`config.mk`:
```
export PLATFORM = sky130hd
export DESIGN_NAME = expr_string_check_flat
export DESIGN_NICKNAME = d
export VERILOG_FILES = /design/src/rtl/expr_string_check_if.sv /design/src/rtl/expr_string_check.sv /design/src/flat_wrapper.sv
export SDC_FILE = /design/constraint.sdc
export NUM_CORES = 1
export LEC_CHECK = 0
export BUFFER_PORTS_ARGS = -buffer_cell sky130_fd_sc_hd__buf_2
export CAP_MARGIN = 20
export CORE_ASPECT_RATIO = 0.7
export CORE_MARGIN = 4
export CORE_UTILIZATION = 49
export CTS_BUF_LIST = sky130_fd_sc_hd__clkbuf_4
export DETAILED_ROUTE_END_ITERATION = 10
export PLACE_DENSITY = 0.82
export SLEW_MARGIN = 20
export SYNTH_ARGS = -nofsm -noshare
export SYNTH_HDL_FRONTEND = slang
export SYNTH_SLANG_ARGS = --single-unit
```
`constraint.sdc`:
```
create_clock -name clk -period 1.77 [get_ports clk]
set_input_delay 0 -clock clk [delete_from_list [all_inputs] [get_ports clk]]
set_output_delay 0 -clock clk [all_outputs]
set_load 0.05 [all_outputs]
```
`src/rtl/expr_string_check_if.sv`:
```
// Character-stream bus for expr_string_check: master drives characters and restart,
// slave returns the registered verdict (out/err) and the running operand count.
interface expr_string_check_if #(
  parameter int CNT_W = 8
);
  logic             restart;
  logic             in_valid;
  logic [7:0]       in;
  logic             out;
  logic             err;
  logic [CNT_W-1:0] op_cnt;

  modport master (
    output restart, in_valid, in,
    input  out, err, op_cnt
  );

  modport slave (
    input  restart, in_valid, in,
    output out, err, op_cnt
  );
endinterface

```
`src/rtl/expr_string_check.sv`:
```
// Infix-expression recogniser over an ASCII stream; parentheses enabled by EXPR_PAREN_EN.
// Latency: 1 cycle (all outputs registered).
// Backpressure: none, one character accepted per valid cycle.
module expr_string_check #(
  parameter int MAX_DIGITS = 4,
  parameter int MAX_DEPTH  = 3,
  parameter int CNT_W      = 8
) (
  input  logic               clk,
  input  logic               clr_n,
  expr_string_check_if.slave bus
);

  typedef enum logic [1:0] {
    S_START = 2'd0,
    S_NUM   = 2'd1,
`ifdef EXPR_PAREN_EN
    S_CLOSE = 2'd2,
`endif
    S_ERR   = 2'd3
  } state_t;

  localparam logic [3:0] DIG_MAX = 4'(MAX_DIGITS);

  state_t           state, state_nxt;
  logic [3:0]       dig_cnt, dig_nxt;
  logic [CNT_W-1:0] op_cnt, op_nxt;
  logic             out_q, out_nxt;
  logic             err_q, err_nxt;
  logic             is_dig, is_op;

  assign is_dig = (bus.in >= 8'h30) && (bus.in <= 8'h39);
  assign is_op  = (bus.in == 8'h2B) || (bus.in == 8'h2D) ||
                  (bus.in == 8'h2A) || (bus.in == 8'h2F);

`ifdef EXPR_PAREN_EN
  localparam logic [3:0] DEPTH_MAX = 4'(MAX_DEPTH);

  logic [3:0] depth, depth_nxt;
  logic       is_open, is_close;

  assign is_open  = (bus.in == 8'h28);
  assign is_close = (bus.in == 8'h29);
`endif

  always_ff @(posedge clk or negedge clr_n) begin
    if (!clr_n) begin
      state   <= S_START;
      dig_cnt <= '0;
      op_cnt  <= '0;
      out_q   <= 1'b0;
      err_q   <= 1'b0;
`ifdef EXPR_PAREN_EN
      depth   <= '0;
`endif
    end else begin
      state   <= state_nxt;
      dig_cnt <= dig_nxt;
      op_cnt  <= op_nxt;
      out_q   <= out_nxt;
      err_q   <= err_nxt;
`ifdef EXPR_PAREN_EN
      depth   <= depth_nxt;
`endif
    end
  end

  always_comb begin
    state_nxt = state;
    dig_nxt   = dig_cnt;
    op_nxt    = op_cnt;
`ifdef EXPR_PAREN_EN
    depth_nxt = depth;
`endif
    if (bus.restart) begin
      state_nxt = S_START;
      dig_nxt   = '0;
      op_nxt    = '0;
`ifdef EXPR_PAREN_EN
      depth_nxt = '0;
`endif
    end else if (bus.in_valid) begin
      case (state)
        S_START: begin
          if (is_dig) begin
            state_nxt = S_NUM;
            dig_nxt   = 4'd1;
            if (op_cnt != '1) op_nxt = op_cnt + CNT_W'(1);
          end
`ifdef EXPR_PAREN_EN
          // An open at full depth falls through to the error branch.
          else if (is_open && depth != DEPTH_MAX) depth_nxt = depth + 4'd1;
`endif
          else state_nxt = S_ERR;
        end
        S_NUM: begin
          if (is_dig && dig_cnt != DIG_MAX) dig_nxt = dig_cnt + 4'd1;
          else if (is_op) state_nxt = S_START;
`ifdef EXPR_PAREN_EN
          else if (is_close && depth != 4'd0) begin
            state_nxt = S_CLOSE;
            depth_nxt = depth - 4'd1;
          end
`endif
          else state_nxt = S_ERR;
        end
`ifdef EXPR_PAREN_EN
        S_CLOSE: begin
          if (is_op) state_nxt = S_START;
          else if (is_close && depth != 4'd0) depth_nxt = depth - 4'd1;
          else state_nxt = S_ERR;
        end
`endif
        default: state_nxt = S_ERR;
      endcase
    end

`ifdef EXPR_PAREN_EN
    out_nxt = (state_nxt == S_NUM || state_nxt == S_CLOSE) && (depth_nxt == 4'd0);
`else
    out_nxt = (state_nxt == S_NUM);
`endif
    err_nxt = (state_nxt == S_ERR);
  end

  assign bus.out    = out_q;
  assign bus.err    = err_q;
  assign bus.op_cnt = op_cnt;

endmodule

```
`src/flat_wrapper.sv`:
```
// flat-port wrapper written by rule: the top's interface ports become plain ports
module expr_string_check_flat 
#(
  parameter int MAX_DIGITS = 4,
  parameter int MAX_DEPTH  = 3,
  parameter int CNT_W      = 8
)
  (clk, clr_n, bus_restart, bus_in_valid, bus_in, bus_out, bus_err, bus_op_cnt);
  expr_string_check_if #(.CNT_W(CNT_W)) bus_i ();
  input  logic clk;
  input  logic clr_n;
  input wire logic [$bits(bus_i.restart)-1:0] bus_restart;
  input wire logic [$bits(bus_i.in_valid)-1:0] bus_in_valid;
  input wire logic [$bits(bus_i.in)-1:0] bus_in;
  output wire logic [$bits(bus_i.out)-1:0] bus_out;
  output wire logic [$bits(bus_i.err)-1:0] bus_err;
  output wire logic [$bits(bus_i.op_cnt)-1:0] bus_op_cnt;
  assign bus_i.restart = bus_restart;
  assign bus_i.in_valid = bus_in_valid;
  assign bus_i.in = bus_in;
  assign bus_out = bus_i.out;
  assign bus_err = bus_i.err;
  assign bus_op_cnt = bus_i.op_cnt;
  expr_string_check #(.MAX_DIGITS(MAX_DIGITS), .MAX_DEPTH(MAX_DEPTH), .CNT_W(CNT_W)) u_core (.clk(clk), .clr_n(clr_n), .bus(bus_i));
endmodule
```
Word level (Yosys, flattened, before mapping)
Cells that the tools add are included.
{"block": "classes", "add_sub_neg": 2, "order_cmp": 2, "n_eq_ne": 11, "n_mux": 16, "reduce_logical": 13}
{"cell": "2-to-1 mux 8 bit", "count": 5}
{"cell": "== test 8 x 6 -> 1 bit (second input constant)", "count": 4}
{"cell": "2-to-1 mux 4 bit", "count": 4}
{"cell": "2-to-1 mux 2 bit", "count": 5}
{"cell": "adder 8 x 1 -> 8 bit (second input constant)", "count": 1}
{"cell": "greater-or-equal comparator 8 x 6 -> 1 bit (second input constant)", "count": 1}
{"cell": "<= comparator 8 x 6 -> 1 bit (second input constant)", "count": 1}
{"cell": "!= test 8 bit (second input constant)", "count": 1}
{"cell": "case mux 4 bit (2 select lines)", "count": 1}
{"cell": "AND reduction 4 bit", "count": 2}
{"cell": "nonzero test 2 bit", "count": 4}
{"cell": "!= test 3 x 2 -> 1 bit (second input constant)", "count": 2}
{"cell": "adder 4 x 1 -> 4 bit (second input constant)", "count": 1}
{"cell": "== test 2 x 1 -> 1 bit (second input constant)", "count": 2}
{"cell": "!= test 4 x 3 -> 1 bit (second input constant)", "count": 1}
{"cell": "case mux 2 bit (2 select lines)", "count": 1}
{"cell": "logical OR 1 bit", "count": 3}
{"cell": "nonzero test 3 bit", "count": 1}
{"cell": "== test 2 bit (second input constant)", "count": 1}
{"cell": "logical AND 1 bit", "count": 2}
{"cell": "zero test 2 bit", "count": 1}
{"block": "totals", "regBits": 16, "output_inout_bits": 10, "word_cells": 49}

Longest topological paths before layout
Gate-level depths: netlist of run 1.
{"block": "logic_depth", "word_depth": 10, "mapped_depth": 6}

Worst setup path after synthesis of run 1
Ideal clock, no wire load.
{"block": "synth_path", "kind": "reg2reg", "startpoint": "register u_core.op_cnt[2], in the netlist u_core.bus.op_cnt[2]", "endpoint": "register u_core.op_cnt[7], in the netlist u_core.bus.op_cnt[7]", "t_arrival_ps": 1592, "slack_ps": 43, "stages_incl_launch_ff": 5, "period_less_slack_ps": 1727, "cell_sequence": "dfrtp_1 nand3_1 nor4_1 and4b_1 nor3_1"}
{"block": "synth_via", "elab_chain_cells": 6, "elab_cells_between_ends": 9}
{"element": "start: declaration", "line_no": "expr_string_check.sv:27", "text": "logic [CNT_W-1:0] op_cnt, op_nxt;"}
{"element": "start signal: assignment", "line_no": "expr_string_check.sv:59", "text": "op_cnt <= op_nxt;"}
{"element": "adder 8 x 1 -> 8 bit", "line_no": "expr_string_check.sv:88", "text": "if (op_cnt != '1) op_nxt = op_cnt + CNT_W'(1);"}
{"element": "2-to-1 mux 8 bit", "line_no": "expr_string_check.sv:88"}
{"element": "2-to-1 mux 8 bit", "line_no": "expr_string_check.sv:85", "text": "if (is_dig) begin"}
{"element": "2-to-1 mux 8 bit", "line_no": "expr_string_check.sv:83", "text": "case (state)"}
{"element": "2-to-1 mux 8 bit", "line_no": "expr_string_check.sv:82", "text": "end else if (bus.in_valid) begin"}
{"element": "2-to-1 mux 8 bit", "line_no": "expr_string_check.sv:75", "text": "if (bus.restart) begin"}
Several ways; a longest one is shown, not always the timed one. The select of a mux whose other input is x is not followed.
A chain may end at the register's enable or synchronous reset.

Final worst setup path of run 1
{"block": "layout_path", "startpoint": "register u_core.state[0]", "endpoint": "register u_core.op_cnt[0], in the netlist u_core.bus.op_cnt[0]"}
{"block": "layout_via", "elab_chain_cells": 3}
{"element": "start: declaration", "line_no": "expr_string_check.sv:25", "text": "state_t state, state_nxt;"}
{"element": "start signal: assignment", "line_no": "expr_string_check.sv:57", "text": "state <= state_nxt;"}
{"element": "zero test 2 bit", "line_no": "expr_string_check.sv:83"}
{"element": "nonzero test 2 bit (no source line)"}
{"element": "AND reduction 4 bit (no source line)"}
No other way between the ends.

==> results of run 1 <==
routing by layer:
| metal | GRT usage | vias up | wire length, um |
|---|---|---|---|
| li1 | - | 446 | - |
| met2 | 0.2985 | 37 | 1079 |
| met3 | 0.06000 | 2 | 210 |
| met1 | 0.2585 | 431 | 1140 |
| met5 | 0 | - | 0 |
| met4 | 0.03896 | 0 | 9 |
timing repair:
item,in CTS,in global routing
hold buffers,1,0
hold endpoints to repair,16,0
resized for setup,0,4
buffers inserted,0,2
setup endpoints to repair,0,5
power groups by stage:
stage	clock, mW	sequential, mW	combinational, mW
after floorplan	0	0.393	0.0332
after global placement	0	0.381	0.0815
after detailed placement	0	0.381	0.0853
after CTS	0.209	0.374	0.0870
after global routing	0.228	0.375	0.0984
final	0.202	0.374	0.0911
worst max-delay path: cells and delay by family, from the launching register on:
family | cells | cell delay (ps)
and+or+nand+nor | 3 | 1150
DFF | 1 | 390
AOI/OAI and AO/OA | 1 | 140
through the flow:
stage / util / setup slack [ps] / total power [mW] / std cells / setup TNS (ps)
finish: 0.6410 / 22.60 / 0.6668 / 153 / 0
global route: 0.6410 / -34.85 / 0.7006 / 153 / -34.85
CTS: 0.6235 / 18.30 / 0.6700 / 151 / 0
detailed placement: 0.6039 / 40.61 / 0.4665 / 146 / 0
global placement: 0.6039 / 111.4 / 0.4621 / 146 / 0
floorplan: - / 42.53 / 0.4263 / 99 / 0
cells by family (layout without fill, tap and decap cells):
logic type,count (synthesis),after routing
AND/OR/NAND/NOR,46,46
adder cells (fa/ha/maj),3,3
AO/OA/AOI/OAI,24,24
flip-flops,16,16
buffers and inverters,6,38
multiplexers,4,4
synth_stat cells, types with 3 or more instances:
cell type and n:
a21oi_1 11, a311oi_1 3, and4b_1 3, dfrtp_1 16
ha_1 3, inv_1 4, mux2i_1 4, nand2b_1 3
nand3_1 5, nand3b_1 3, nor2_1 5, nor3_1 6
nor4_1 5, o21ai_0 4
flip-flops by register name, indices dropped and copies added, names as in the netlist:
signal,flops
u_core.bus.out,1
u_core.dig_cnt,4
u_core.state,2
u_core.bus.err,1
u_core.bus.op_cnt,8
layout make-up:
cell class,instances,area (sq um)
fill,159,665.6
multi-input combinational,77,544.3
sequential,16,400.4
timing repair buffer,30,175.2
tap,22,27.53
clock buffer,3,22.52
inverter,4,15.01
clock inverter,1,3.754
worst paths after layout:
| path | to | slack (ps) | depth (start not counted) |
|---|---|---|---|
| worst max-delay path | u_core.bus.op_cnt[0]$_DFFE_PN0P_ | 20 | 4 |
| worst min-delay path | u_core.state[0]$_DFF_PN0_ | 40 | 2 |
| worst max register to register | u_core.bus.op_cnt[0]$_DFFE_PN0P_ | 20 | 4 |
| worst min register to register | u_core.bus.out$_DFF_PN0_ | 570 | 2 |
| max in group asynchronous | u_core.state[1]$_DFF_PN0_ | 1360 | 2 |
| min in group asynchronous | u_core.bus.op_cnt[7]$_DFFE_PN0P_ | 150 | 2 |
==> run_results.csv, run 1 <==
group,metric,value,unit
floorplanning,die_w,60.62,um
yosys,synth.avg_cell_area,9.593,sq um
layout,final_common_cell,"buf_2",
layout,syn2layout_area_growth,25.16,%
yosys,synth_top_area_frac,0.4216,
power,p_comb_frac,0.137,
critical_path,crit_path_start,"u_core.state[0]$_DFF_PN0_",
run_status,status,"finished, final reports clean",
hold_path,hold_path_startpoint,"bus_in_valid",
global_routing,track_usage,0.1896,
placed_design,hpwlAfterDp,1789,um
layout,stdcell_area,0.001189,sq mm
layout,final_nets,147,
layout,final_cell_mix,"21 x buf_2, 16 x dfrtp_1, 10 x a21oi_1",
yosys,synth_compound_gate_area_share,0.1594,
critical_path,worst_path_most_repeated_cell,"or3_4",
critical_path,endpoint_kind,"register",
global_routing,grt_pass1_wl,3767,um
global_routing,grt_max_degree,18,
yosys,ys_ff_latch,16,
job,cap_violations,0,
sta,relSlewSlack,0.7085,
route,drtIter0Drc,28,
global_routing,antenna_found_initial,0,
route,drc,0,
layout,drive_above_1_share,0.3130,
critical_path,critPathSlowestCell,"or3b_4",
floorplanning,die_area,0.002718,sq mm
power,netSwitchingPower,0.1776,mW
clock_tree,clock-sinks,16,
route,avgViaCountPerCell,5.987,
placed_design,placed_cell_area,0.001120,sq mm
yosys,syn_area,949.7,sq um
sta,finalCriticalPeriod,1747,ps
yosys,synth_top_family_by_area,"simple AND/OR/NAND/NOR gates",
yosys,synth.area.mux_share,0.04216,
yosys,yosys-top-cells-area,"dfrtp_1 42%, a21oi_1 5.8%, mux2i_1 4.2%",
sta,finalHoldViolCount,0,
floorplanning,ios,22,
critical_path,critical_path.max_fanout,4,
floorplanning,fp.coreArea,0.001854,sq mm
power,vdd_drop_max,0.4993,mV
clock_tree,cts.clk_slew.worst_paths,90,ps
sta,tightest_slew,433.2,ps
yosys,synth_edf_count,0,
route,drtAntennaViolNets,0,
sta,fin_skew,0.7303,ps
critical_path,critical_path_required,2000,ps
critical_path,start_kind,"register",
power,seq_power_share,0.560,
floorplanning,std_cell_rows,13,
yosys,synthSimpleGateAreaFrac,0.3136,
clock_tree,cts_buffers,3,
clock_tree,cts_htree_levels,1,
clock_tree,insertion_delay,290,ps
layout,num_antenna_cells,0,
power,powerDensity,561.0,mW/mm^2
critical_path,r2r-start,"u_core.state[0]$_DFF_PN0_",
sta,setup_viol,0,
global_routing,grt_pass1_vias,837,
power,pwr-share-clk,0.303,
sta,rsz0062_at_grt,"yes",
clock_tree,cts_tree,"yes",
critical_path,path_class,"reg2reg",
placed_design,place_congestion,0.7588,
yosys,synthXorXnorAreaFrac,0,
clock_tree,cts_max_path_buffers,2,
critical_path,cp_slowest_stage_delay,410,ps
yosys,synth_nets,114,
yosys,synth-seq-area-share,0.4216,
yosys,post_synth_fa_ha_maj_area_fraction,0.03953,
yosys,ys_types,34,
yosys,synth_area_leader_cell,"dfrtp_1",
floorplanning,die_h,44.84,um
floorplanning,initial_utilization,0.5121,
critical_path,arrival,1970,ps
power,switching_share,0.2664,
yosys,ys.warnings.count,0,
sta,timing.fmax,572.3,MHz
yosys,ys_async_sr_fraction,1.000,
sta,fin_crit_sh,0.9872,
route,drt_first_pass_iters,4,
power,p_int,0.4892,mW
yosys,synth_flop_cell,"dfrtp_1",
sta,slew_violations,0,
clock_tree,clock-root-buffer,"clkbuf_4",
hold_path,hold_class,"in2reg",
route,routed-via-count,916,
power,p_leak,0.5274,nW
critical_path,path_cells,"or3b_4 -> or3_4 -> or3_4 -> a21oi_2",
route,wirelength,2440,um
global_routing,gr-total-overflow,0,
placed_design,portBuffers,21,
yosys,synthesis.instances,99,
sta,whs,37.30,ps
route,routedWlPerCell,15.95,um
Power figures use the tool's default switching activity.
==> inputs of run 2 (changes only) <==
--- a/config.mk
+++ b/config.mk
@@ -5,14 +5,15 @@
 export SDC_FILE = /design/constraint.sdc
 export NUM_CORES = 1
 export LEC_CHECK = 0
-export BUFFER_PORTS_ARGS = -buffer_cell sky130_fd_sc_hd__buf_2
+export ABC_AREA = 1
+export BUFFER_PORTS_ARGS = -buffer_cell sky130_fd_sc_hd__buf_4
 export CAP_MARGIN = 20
 export CORE_ASPECT_RATIO = 0.7
 export CORE_MARGIN = 4
-export CORE_UTILIZATION = 49
+export CORE_UTILIZATION = 51
 export CTS_BUF_LIST = sky130_fd_sc_hd__clkbuf_4
 export DETAILED_ROUTE_END_ITERATION = 10
-export PLACE_DENSITY = 0.82
+export PLACE_DENSITY = 0.83
 export SLEW_MARGIN = 20
 export SYNTH_ARGS = -nofsm -noshare
 export SYNTH_HDL_FRONTEND = slang
==> run 2 against run 1 <==
- clock skew increased by 6.3 ps
- cell area increased by 10%
- core utilization increased by 3.4 points
- synthesized cell count increased by 39%
- power increased by 12%
- final cell count increased by 20%
- critical path type unchanged
- largest power group unchanged
==> run_results.csv, run 2 <==
group,metric,value,unit
clock_tree,insertion_delay,280,ps
yosys,synth_common_cells,"26 x nand2_1, 17 x nand3_1, 16 x dfrtp_1",
layout,multiInputGateArea,594.3,sq um
placed_design,dp.cells,179,
yosys,yosysMostFrequentCell,"nand2_1",
yosys,ys_ff_latch,16,
global_routing,antenna_found_initial,0,
clock_tree,cts_htree_levels,1,
power,p_leak,0.6863,nW
yosys,synth_nets,153,
layout,largest_reg_flops,8,
hold_path,holdPathStages,4,
placed_design,place_congestion,0.9090,
floorplanning,die_w,63.25,um
sta,rsz0062_at_grt,"no",
floorplanning,ios,22,
route,drtAntennaViolNets,0,
yosys,synthesis.instances,138,
clock_tree,clock-sinks,16,
floorplanning,initial_utilization,0.5630,
layout,num_antenna_cells,0,
floorplanning,die_area,0.002952,sq mm
critical_path,regToRegSetupSlack,280,ps
critical_path,r2r-start,"u_core.bus.op_cnt[0]$_DFFE_PN0P_",
floorplanning,fp.coreArea,0.001936,sq mm
floorplanning,die_h,46.68,um
route,drc,0,
run_status,status,"finished, final reports clean",
sta,finalHoldViolCount,0,
sta,finalCriticalPeriod,1493,ps
clock_tree,clock-root-buffer,"clkbuf_4",
yosys,syn_area,0.001090,sq mm
layout,final_cell_mix,"26 x nand2_1, 21 x buf_4, 17 x nand3_1",
power,p_int,0.5209,mW
yosys,synth_area_leader_cell,"dfrtp_1",
placed_design,portBuffers,21,
yosys,ys.warnings.count,0,
power,netSwitchingPower,0.2260,mW
job,cap_violations,0,
power,powerDensity,571.2,mW/mm^2
power,seq_power_share,0.534,
critical_path,arrival,1670,ps
global_routing,grt_pass1_wl,3857,um
critical_path,rr_worst_depth,8,
power,pwr-share-clk,0.249,
sta,setup_tns,0,ps
clock_tree,ctsResizeCount,0,
clock_tree,cts.clk_slew.worst_paths,80,ps
sta,setup_viol,0,
route,wirelength,2308,um
route,routed-via-count,961,
yosys,ys_types,25,
layout,drive_above_1_share,0.3210,
power,switching_share,0.3025,
yosys,yosys-top-cells-area,"dfrtp_1 37%, nand2_1 9.0%, nand3_1 7.8%",
yosys,synth_flop_cell,"dfrtp_1",
yosys,synth-seq-area-share,0.3674,
layout,top_regs,"u_core.bus.op_cnt x8, u_core.dig_cnt x4, u_core.state x2",
layout,instances_no_fill,184,
route,drt_first_pass_iters,4,
global_routing,gr-total-overflow,0,
sta,slew_violations,0,
critical_path,critical_path_required,1950,ps
layout,final-seq-area,400.4,sq um
critical_path,endpoint_kind,"register",
clock_tree,cts_buffers,3,
sta,tightest_slew,262.6,ps
sta,relSlewSlack,0.8250,
hold_path,holdPathEnd,"u_core.state[0]$_DFF_PN0_",
layout,syn2layout_area_growth,19.98,%
sta,fin_skew,6.988,ps
critical_path,timing.rr.end,"u_core.bus.op_cnt[5]$_DFFE_PN0P_",
placed_design,hpwlAfterDp,1798,um
yosys,ys_async_sr_fraction,1.000,
global_routing,grt_pass1_vias,870,
route,avgViaCountPerCell,5.223,
floorplanning,std_cell_rows,13,
critical_path,path_class,"reg2reg",
layout,final_nets,179,
critical_path,start_kind,"register",
clock_tree,cts_setup_buffers,0,
yosys,synth.avg_cell_area,7.897,sq um
sta,timing.fmax,669.8,MHz
clock_tree,ctsHoldBuffers,2,
layout,final_common_cell,"nand2_1",
critical_path,critical_path.max_fanout,8,
route,routedWlPerCell,12.54,um
clock_tree,cts_max_path_buffers,2,
layout,largest_register,"u_core.bus.op_cnt",
global_routing,track_usage,0.1715,
hold_path,hold_class,"in2reg",
route,drtIter0Drc,46,
sta,fin_crit_sh,0.8435,
global_routing,grt_max_degree,17,
layout,fillerInstances,172,
yosys,synth_edf_count,0,
power,vdd_drop_max,0.3591,mV
clock_tree,cts_tree,"yes",
hold_path,hold_path_startpoint,"bus_in_valid",
sta,whs,72.16,ps
power,p_comb_frac,0.218,
yosys,synth_top_area_frac,0.3674,
[run 2: cell types whose count changed after synthesis, moves of 4 or more]
cell	change
o21ai_1	+4
mux2i_1	-4
inv_2	+4
nand2_2	+10
nand2_1	+24
a21oi_1	-7
nor3_1	-5
xor2_1	+6
nor4_1	-5
nand3_1	+12
nor2_1	+6
inv_1	+10
[run 2: worst max path at each step]
stage                                     start                                to  cells after the start
6_report       u_core.bus.op_cnt[0]$_DFFE_PN0P_  u_core.bus.op_cnt[5]$_DFFE_PN0P_                      8
3_5_place_dp   u_core.bus.op_cnt[0]$_DFFE_PN0P_  u_core.bus.op_cnt[5]$_DFFE_PN0P_                      8
2_1_floorplan  u_core.bus.op_cnt[0]$_DFFE_PN0P_  u_core.bus.op_cnt[5]$_DFFE_PN0P_                      8
3_3_place_gp   u_core.bus.op_cnt[0]$_DFFE_PN0P_  u_core.bus.op_cnt[5]$_DFFE_PN0P_                      8
4_1_cts        u_core.bus.op_cnt[0]$_DFFE_PN0P_  u_core.bus.op_cnt[5]$_DFFE_PN0P_                      8
5_1_grt        u_core.bus.op_cnt[0]$_DFFE_PN0P_  u_core.bus.op_cnt[4]$_DFFE_PN0P_                      8
[run 2: kinds of logic (layout without fill, tap and decap cells)]
logic type / Yosys count / in the layout / share of synthesized area
and+or+nand+nor: 79 / 79 / 0.3927
buffers and inverters: 21 / 45 / 0.08725
DFF: 16 / 16 / 0.3674
AOI/OAI and AO/OA: 13 / 13 / 0.07004
xor gates and xnor gates: 6 / 6 / 0.04822
adders and majority gates: 3 / 3 / 0.03445
[run 2: stage by stage]
step	instance area, sq um	setup slack, ps	util	power [mW]
6_report	1308	276.9	0.6755	0.7468
5_1_grt	1308	160.5	0.6755	0.7920
4_1_cts	1308	280.1	0.6755	0.7541
3_5_place_dp	1265	303.1	0.6535	0.5654
3_3_place_gp	1265	361.6	0.6535	0.5590
2_1_floorplan	1090	45.37	-	0.5073
[run 2: layout make-up]
type | count | area share
multi-input combinational | 101 | 0.4545
clock buffer | 3 | 0.01722
inverter | 19 | 0.06507
timing repair buffer | 23 | 0.1359
sequential | 16 | 0.3062
tap | 22 | 0.02105
[run 2: per-layer routing]
metal  track usage  part of all wire
met5             0                 0
met4       0.03863            0.0056
met3       0.04390             0.045
met2        0.2788              0.44
met1        0.2336              0.51
[run 2: power groups by stage]
stage               logic [mW]  registers (mW)  clock network, mW
floorplan               0.0830           0.424                  0
global placement         0.154           0.405                  0
detailed placement       0.160           0.405                  0
CTS                      0.164           0.399              0.192
global route             0.177           0.402              0.213
finish                   0.162           0.399              0.186
[run 2: worst max-delay path, stage by stage, from the launching register on]
cell	delay, ps
dfrtp_1	440
ha_1	250
nand2_2	90
nor3_2	200
nor2_2	60
nand2_4	130
nand2_8	100
nand2_2	80
nand2_2	40
==> inputs of run 3 (changes only) <==
--- a/config.mk
+++ b/config.mk
@@ -10,10 +10,10 @@
 export CAP_MARGIN = 20
 export CORE_ASPECT_RATIO = 0.7
 export CORE_MARGIN = 4
-export CORE_UTILIZATION = 51
+export CORE_UTILIZATION = 56
 export CTS_BUF_LIST = sky130_fd_sc_hd__clkbuf_4
 export DETAILED_ROUTE_END_ITERATION = 10
-export PLACE_DENSITY = 0.83
+export PLACE_DENSITY = 0.86
 export SLEW_MARGIN = 20
 export SYNTH_ARGS = -nofsm -noshare
 export SYNTH_HDL_FRONTEND = slang
==> constraint.sdc (replaced) <==
create_clock -name clk -period 1.4 [get_ports clk]
set_input_delay 0 -clock clk [delete_from_list [all_inputs] [get_ports clk]]
set_output_delay 0 -clock clk [all_outputs]
set_load 0.05 [all_outputs]
==> run 3 against run 2 <==
- first-iteration DRC count grew 22%
- final cell count grew 3.8%
- critical path type unchanged
- largest power group unchanged
- die area is 7.6% lower
- critical path depth rose by 1
- critical endpoint unchanged
==> run_results.csv, run 3 (synthesis gave the netlist of run 2 again) <==
group,metric,value,unit
route,routedWlPerCell,14.21,um
global_routing,grt_pass1_wl,4229,um
floorplanning,die_w,60.73,um
clock_tree,cts_tree,"yes",
sta,rsz0062_at_grt,"yes",
layout,num_antenna_cells,0,
sta,fin_skew,15.01,ps
sta,fin_crit_sh,0.9804,
layout,final_common_cell,"buf_4",
critical_path,path_class,"reg2reg",
clock_tree,insertion_delay,290,ps
layout,syn2layout_area_growth,31.69,%
power,power,1.030,mW
floorplanning,die_area,0.002727,sq mm
global_routing,track_usage,0.2094,
route,avgViaCountPerCell,5.424,
floorplanning,std_cell_rows,13,
clock_tree,clock-sinks,16,
floorplanning,fp.coreArea,0.001854,sq mm
global_routing,gr-total-overflow,0,
layout,top_regs,"u_core.bus.op_cnt x8, u_core.dig_cnt x4, u_core.state x2",
floorplanning,ios,22,
layout,stdcell_area,0.001435,sq mm
route,drtAntennaViolNets,0,
layout,largest_register,"u_core.bus.op_cnt",
global_routing,grt_pass1_vias,925,
critical_path,critical_path.max_fanout,8,
layout,instances_no_fill,191,
layout,largest_reg_flops,8,
route,wirelength,2715,um
layout,final_nets,185,
sta,setup_viol,0,
job,cap_violations,0,
layout,drive_above_1_share,0.4438,
sta,setup_tns,0,ps
route,routed-via-count,1036,
placed_design,placed_cell_area,0.001314,sq mm
placed_design,dp.cells,182,
critical_path,arrival,1550,ps
hold_path,hold_class,"in2reg",
sta,whs,77.42,ps
power,powerDensity,718.0,mW/mm^2
layout,final_cell_mix,"27 x buf_4, 23 x nand2_1, 15 x nand3_1",
critical_path,start_kind,"register",
sta,relSlewSlack,0.7660,
placed_design,place_congestion,0.8061,
clock_tree,cts.clk_slew.worst_paths,100,ps
sta,finalCriticalPeriod,1373,ps
clock_tree,cts_htree_levels,1,
sta,slew_violations,0,
critical_path,critical_path_required,1580,ps
placed_design,portBuffers,21,
sta,tightest_slew,347.4,ps
route,drtIter0Drc,56,
floorplanning,initial_utilization,0.5877,
power,p_leak,0.7600,nW
global_routing,grt_max_degree,17,
placed_design,hpwlAfterDp,1922,um
global_routing,antenna_found_initial,0,
clock_tree,clock-root-buffer,"clkbuf_4",
critical_path,endpoint_kind,"register",
route,drc,0,
layout,fillerInstances,117,
sta,timing.fmax,728.6,MHz
run_status,status,"finished, final reports clean",
route,drt_first_pass_iters,5,
clock_tree,cts_buffers,3,
clock_tree,cts_max_path_buffers,2,
sta,finalHoldViolCount,0,
floorplanning,die_h,44.91,um
power,vdd_drop_max,0.7930,mV
-- run 3: cell count changes in the layout (fill, tap and decap cells not counted), sizes merged --
cell	previous run	this run
buf	21	27
clkbuf	3	4
-- run 3: cell type report --
class	count	area [sq um]	area share
multi-input cells	101	660.6	0.4603
flip-flops and latches	16	409.1	0.2851
repair buffers	29	222.7	0.1552
inverters	19	85.08	0.05928
clock buffers	4	30.03	0.02092
well taps	22	27.53	0.01918
-- run 3: worst paths after layout --
kind | startpoint | to | slack (ps) | depth (start not counted)
worst min register to register | u_core.dig_cnt[3]$_DFFE_PN0P_ | u_core.dig_cnt[3]$_DFFE_PN0P_ | 530 | 2
worst min-delay path | bus_in_valid | u_core.state[0]$_DFF_PN0_ | 80 | 4
worst max register to register | u_core.bus.op_cnt[4]$_DFFE_PN0P_ | u_core.bus.op_cnt[5]$_DFFE_PN0P_ | 30 | 9
min in group asynchronous | clr_n | u_core.dig_cnt[3]$_DFFE_PN0P_ | 90 | 2
max in group asynchronous | clr_n | u_core.bus.op_cnt[5]$_DFFE_PN0P_ | 1090 | 2
worst max-delay path | u_core.bus.op_cnt[4]$_DFFE_PN0P_ | u_core.bus.op_cnt[5]$_DFFE_PN0P_ | 30 | 9
-- run 3: critical path, stage by stage, from the launching register on --
cell     delay [ps]
dfrtp_2         400
nand2_2          60
inv_2            80
nand2_4          70
nor3_4          200
nor2_2           70
nand2_4         140
nand2_8         100
nand2_2          80
nand2_2          40
-- run 3: where the power goes --
| group | leakage, nW | switching (mW) | total (mW) | internal, mW |
|---|---|---|---|---|
| combinational | 0.537 | 0.149 | 0.248 | 0.0989 |
| clock | 0.0184 | 0.149 | 0.280 | 0.130 |
| sequential | 0.205 | 0.0204 | 0.503 | 0.482 |
| total | 0.760 | 0.319 | 1.03 | 0.711 |
-- run 3: repair_timing --
item                                    in CTS  in global routing
gates resized for setup                      1                 11
hold buffers                                 2                  0
pin swaps                                    0                 10
endpoints found under the setup margin       2                 15
endpoints found under the hold margin       17                  0
buffers inserted                             0                  3
-- run 3: metrics by stage --
step	util	setup WS, ps
2_1_floorplan	-	-28.41
3_3_place_gp	0.7085	100.8
3_5_place_dp	0.7085	14.52
4_1_cts	0.7395	9.020
5_1_grt	0.7740	-52.93
6_report	0.7740	27.45
-- run 3: metal layers --
layer	up-vias	track usage	wire length, um
met2	39	0.3156	1302
met3	6	0.07143	215
met5	-	0	0
li1	506	-	-
met1	485	0.2931	1171
met4	0	0.04329	25
